## src/rtl/fwd_mux_stage.sv

```systemverilog
// fwd_mux_stage: N-way operand select feeding a two-entry FIFO skid buffer
// with a valid/ready output handshake. Out-of-range selects yield zero and
// are counted in a sticky error flag plus a saturating 8-bit counter.
module fwd_mux_stage #(
   parameter int N      = 32,
   parameter int NUM_IN = 4,
   parameter int SELW   = 3
) (
   input  logic                  clk,
   input  logic                  rst,
   input  logic                  in_valid,
   output logic                  in_ready,
   input  logic [SELW-1:0]       sel,
   input  logic [NUM_IN*N-1:0]   data_in,
   input  logic                  flush,
   output logic                  out_valid,
   input  logic                  out_ready,
   output logic [N-1:0]          F,
   output logic [SELW-1:0]       out_sel,
   output logic                  err,
   output logic [7:0]            err_cnt
);

   localparam logic [SELW:0] NUM_IN_W = (SELW+1)'(NUM_IN);

   typedef enum logic [1:0] {
      EMPTY = 2'd0,
      ONE   = 2'd1,
      FULL  = 2'd2
   } occ_e;

   occ_e            state_q, state_d;
   logic            head_q, head_d;
   logic [N-1:0]    data0_q, data0_d, data1_q, data1_d;
   logic [SELW-1:0] sel0_q, sel0_d, sel1_q, sel1_d;
   logic            err_q, err_d;
   logic [7:0]      cnt_q, cnt_d;

   logic [N-1:0]    sel_data;
   logic            in_range;
   logic            push, pop, wr_ptr;

   assign in_ready  = (state_q != FULL);
   assign out_valid = (state_q != EMPTY);
   assign push      = in_valid && in_ready && !flush;
   assign pop       = out_valid && out_ready;
   // Tail slot: the head itself when empty, the other slot when one entry is held.
   assign wr_ptr    = head_q ^ (state_q == ONE);

   assign F       = head_q ? data1_q : data0_q;
   assign out_sel = head_q ? sel1_q  : sel0_q;
   assign err     = err_q;
   assign err_cnt = cnt_q;

   // Operand select; out-of-range indices produce zero.
   always_comb begin
      sel_data = '0;
      in_range = ({1'b0, sel} < NUM_IN_W);
      for (int unsigned k = 0; k < NUM_IN; k++) begin
         if (SELW'(k) == sel) sel_data = data_in[k*N +: N];
      end
   end

   // Next-state for buffer storage, occupancy and error accounting.
   always_comb begin
      state_d = state_q;
      head_d  = head_q;
      data0_d = data0_q;
      data1_d = data1_q;
      sel0_d  = sel0_q;
      sel1_d  = sel1_q;
      err_d   = err_q;
      cnt_d   = cnt_q;

      if (push) begin
         if (wr_ptr) begin
            data1_d = sel_data;
            sel1_d  = sel;
         end else begin
            data0_d = sel_data;
            sel0_d  = sel;
         end
         if (!in_range) begin
            err_d = 1'b1;
            if (cnt_q != 8'hFF) cnt_d = cnt_q + 8'd1;
         end
      end

      if (pop) head_d = ~head_q;

      case (state_q)
         EMPTY:   if (push) state_d = ONE;
         ONE:     if (push && !pop) state_d = FULL;
                  else if (!push && pop) state_d = EMPTY;
         FULL:    if (pop) state_d = ONE;
         default: state_d = EMPTY;
      endcase

      if (flush) state_d = EMPTY;
   end

   // State registers with synchronous reset.
   always_ff @(posedge clk) begin
      if (rst) begin
         state_q <= EMPTY;
         head_q  <= 1'b0;
         data0_q <= '0;
         data1_q <= '0;
         sel0_q  <= '0;
         sel1_q  <= '0;
         err_q   <= 1'b0;
         cnt_q   <= '0;
      end else begin
         state_q <= state_d;
         head_q  <= head_d;
         data0_q <= data0_d;
         data1_q <= data1_d;
         sel0_q  <= sel0_d;
         sel1_q  <= sel1_d;
         err_q   <= err_d;
         cnt_q   <= cnt_d;
      end
   end

endmodule

```

## config.mk

```make
export PLATFORM = sky130hd
export DESIGN_NAME = fwd_mux_stage
export DESIGN_NICKNAME = d
export VERILOG_FILES = /design/src/rtl/fwd_mux_stage.sv
export SDC_FILE = /design/constraint.sdc
export NUM_CORES = 1
export LEC_CHECK = 0
export BUFFER_PORTS_ARGS = -buffer_cell sky130_fd_sc_hd__buf_2
export CAP_MARGIN = 10
export CORE_ASPECT_RATIO = 0.5
export CORE_UTILIZATION = 52
export CTS_CLUSTER_DIAMETER = 30
export DETAILED_ROUTE_END_ITERATION = 16
export GPL_ROUTABILITY_DRIVEN = 0
export HOLD_SLACK_MARGIN = 0.03
export PLACE_DENSITY = 0.84
export SYNTH_ARGS = -nofsm -noshare
export SYNTH_HDL_FRONTEND = slang
export SYNTH_SLANG_ARGS = --single-unit
```

## constraint.sdc

```tcl
create_clock -name clk -period 2.6 [get_ports clk]
set_input_delay 0.13 -clock clk [delete_from_list [all_inputs] [get_ports clk]]
set_output_delay 0.13 -clock clk [all_outputs]
set_load 0.05 [all_outputs]
```

==> reports/summary.log <==
qor: critical_path.crit_arrival 1.95 ns
qor: sta.final.min_clock_period 2.08 ns
qor: pwr.peakVddDrop 410 µV
qor: sta.fmax 481 MHz
qor: floorplan.ioPinCount 182
qor: route.firstDrtPassIters 5
qor: global_routing.globalRoute.totalOverflow 0
qor: critical_path.critPathCaptureType output pin
qor: layout.area_growth_syn_to_layout 30.8%
qor: layout.drive_gt1_share 50.4%
qor: route.count_of_antenna_violating_nets_left_after_detailed_routing 0
qor: critical_path.r2r_cells 4
qor: worst_hold_path.hold_end state_q[0]
qor: critical_path.worstSetupStartpointType flop
qor: placement.placed_area 5270 µm²
qor: synthesis.synth_enable_flop_cells 0
qor: clock_tree.clk_latency 0.34 ns
qor: critical_path.r2r_end data1_q[30]
qor: critical_path.critical_path_peak_fanout 31
qor: floorplan.die_width 131 µm
qor: synthesis.ys_seq_elements 82
qor: route.avgRoutedWirePerCell 16.9 µm
qor: critical_path.critPathSlowestCell sky130_fd_sc_hd__dfxtp_2
qor: clock_tree.ctsRootBufferMaster sky130_fd_sc_hd__clkbuf_16
qor: layout.final_layout_net_count 699
qor: synthesis.synth_area_leader_cell sky130_fd_sc_hd__dfxtp_1
qor: floorplan.rows 23
qor: critical_path.rr_startpoint state_q[1]
qor: floorplan.fp.dieArea 8660 µm²
qor: synthesis.cell_with_the_most_instances_after_synthesis sky130_fd_sc_hd__dfxtp_1
qor: worst_hold_path.min_from flush
qor: synthesis.synth.yosys.warnings 0
qor: synthesis.yosys-top-cells-count sky130_fd_sc_hd__dfxtp_1, sky130_fd_sc_hd__nor2_1, sky130_fd_sc_hd__mux2_2
qor: synthesis.synth_cell_type_count 50
qor: synthesis.synthesis.nets 535
qor: run.maxCapViolations 0
qor: placement.post-dp-hpwl 7.63 mm
qor: pwr.power_per_cell_area 593 nW/µm²
qor: critical_path.worstPathCellList buf_4, mux2_2, buf_2
qor: sta.transition_at_the_pin_with_the_smallest_max_transition_slack 0.986 ns
qor: critical_path.timing.reg2reg.setup_slack 0.57 ns
qor: synthesis.yosys_most_used_dff sky130_fd_sc_hd__dfxtp_1
qor: sta.rsz_0062_raised_after_global_routing false
qor: critical_path.critPathRequiredTime 2.47 ns
qor: layout.final_area 5630 µm²
qor: floorplan.effective_utilization_at_floorplan 53.8%
qor: route.drt_iter0_drc 265
qor: worst_hold_path.hp-class in2reg
qor: sta.timing.hold.ws 0.0697 ns
qor: pwr.power.static_leakage 2.45 nW
qor: synthesis.synth.area.top_cells sky130_fd_sc_hd__dfxtp_1, sky130_fd_sc_hd__mux4_2, sky130_fd_sc_hd__mux2_2
qor: sta.setup_viol 0
qor: synthesis.synth.cell_area 4300 µm²
qor: clock_tree.cts-htree-levels 3
qor: sta.layout_worst_path_cycle_share 80.0%
qor: clock_tree.cts.repair.resized 0
qor: floorplan.fp.coreArea 8000 µm²
qor: global_routing.grt_pass1_vias 3862
qor: synthesis.synth_top_area_share 38.2%
qor: global_routing.maximum_number_of_pins_on_one_net_before_global_route_repair 59
qor: critical_path.cpPeakStageDelay 0.51 ns
qor: sta.slew_headroom 34.0%
qor: clock_tree.ctsLongestPathBuffers 2
qor: sta.slew_violations 0
qor: clock_tree.clk_pin_slew 0.06 ns
qor: synthesis.ys_seq_area_share 38.2%
qor: synthesis.async_sr_flop_fraction 0%
qor: worst_hold_path.timing.hold.worst_path_depth 2
qor: sta.fin_worst_skew 0.00323 ns
qor: synthesis.netlist_instances 398
qor: run_status.status finished, final reports clean
qor: clock_tree.numCtsBuffers 9
qor: floorplan.die_height 66.3 µm
qor: clock_tree.cts_hold_buffers 1
qor: global_routing.grt_util_overall 27.7%
qor: clock_tree.cts_tree yes
qor: clock_tree.post-cts-setup-buffer-count 0
qor: global_routing.grt_antenna_before_repair 0
qor: route.drc 0
qor: layout.antenna_cells 0
qor: placement.input_output_buffers 181
qor: route.via_per_inst 5.85
qor: synthesis.syn_area_per_cell 10.8 µm²
qor: route.num_vias 3974
qor: critical_path.crit_path_kind reg2out
qor: route.drt-total-wl 11.5 mm
qor: global_routing.wire_length_of_the_first_global_routing_pass 18.4 mm
qor: sta.setup_total_negative_slack 0 ns
qor: sta.report.final.hold_viol_count 0
qor: clock_tree.cts_sinks 82
worst max path at each step:
| stage | from | to | slack, ns |
|---|---|---|---|
| 3_5_place_dp | state_q[1] | data1_q[30] | 0.67 |
| 2_1_floorplan | err_cnt[3] | err_cnt[0] | 0.83 |
| 6_report | head_q | F[9] | 0.52 |
| 5_1_grt | state_q[1] | data1_q[5] | 0.46 |
| 4_1_cts | head_q | F[23] | 0.54 |
| 3_3_place_gp | state_q[1] | sel0_q[2] | 0.72 |
worst max-delay path: cells and delay by family, from the launching register on:
family	cells	cell delay, ns
mux	1	0.40
flops	1	0.51
buf+inv	2	0.68
routing by layer:
layer	wire length [µm]	track usage [%]	share of wire (%)	vias to the layer above
met5	0	0	0	-
met1	4770	33.4	42	1937
met2	5850	47.8	51	155
li1	-	-	-	1865
met3	696	7.28	6.1	17
met4	147	10.1	1.3	0
logic make-up after synthesis:
| kind of cell | synth area share [%] |
|---|---|
| mux | 27.9 |
| flops | 38.2 |
| buf+inv | 5.00 |
| compound gates | 15.4 |
| simple gates | 12.7 |
| fa+ha+maj | 0.291 |
| xor+xnor | 0.611 |
flip-flops by register name, summed over array words and instances, names as in the netlist:
name     count
err_cnt      8
sel0_q       3
data0_q     32
err          1
sel1_q       3
head_q       1
state_q      2
data1_q     32
where the power goes:
part,switching [mW],internal (mW)
Combinational,0.307,0.249
Sequential,0.0226,1.29
Clock,0.507,0.965
stage by stage:
stage	worst slack [ns]	util [%]	std cells	total power, mW
2_1_floorplan	0.827	-	398	1.71
6_report	0.520	70.3	679	3.34
4_1_cts	0.538	70.3	679	3.36
3_5_place_dp	0.668	65.8	662	1.89
5_1_grt	0.457	70.3	679	3.46
3_3_place_gp	0.716	65.8	662	1.87
final cells by class:
class	count	area, µm²
fillers	635	2370
repair buffers	191	1020
clock inverters	6	114
inverters	3	11.3
clock buffers	10	239
well taps	112	140
flip-flops and latches	82	1640
multi-input cells	275	2460
cell usage in the layout, fill, tap and decap left out, types with 2 or more instances in the layout:
cell and count:
sky130_fd_sc_hd__buf_2 181, sky130_fd_sc_hd__dfxtp_1 81, sky130_fd_sc_hd__nor2_1 71, sky130_fd_sc_hd__mux2_2 38, sky130_fd_sc_hd__mux4_2 32, sky130_fd_sc_hd__a32oi_1 32, sky130_fd_sc_hd__a22oi_1 32, sky130_fd_sc_hd__clkbuf_16 9
sky130_fd_sc_hd__a21oi_1 8, sky130_fd_sc_hd__nand2_1 6, sky130_fd_sc_hd__buf_4 6, sky130_fd_sc_hd__mux2i_1 5, sky130_fd_sc_hd__nand3_1 5, sky130_fd_sc_hd__nor3_1 5, sky130_fd_sc_hd__inv_1 3, sky130_fd_sc_hd__nor3b_1 3
sky130_fd_sc_hd__nor2b_1 3, sky130_fd_sc_hd__and3_1 3, sky130_fd_sc_hd__bufinv_16 3, sky130_fd_sc_hd__buf_12 3, sky130_fd_sc_hd__xnor2_1 2, sky130_fd_sc_hd__nand2b_1 2, sky130_fd_sc_hd__a31oi_1 2, sky130_fd_sc_hd__clkinvlp_4 2
Note: power is estimated with default switching activity, not from simulation.
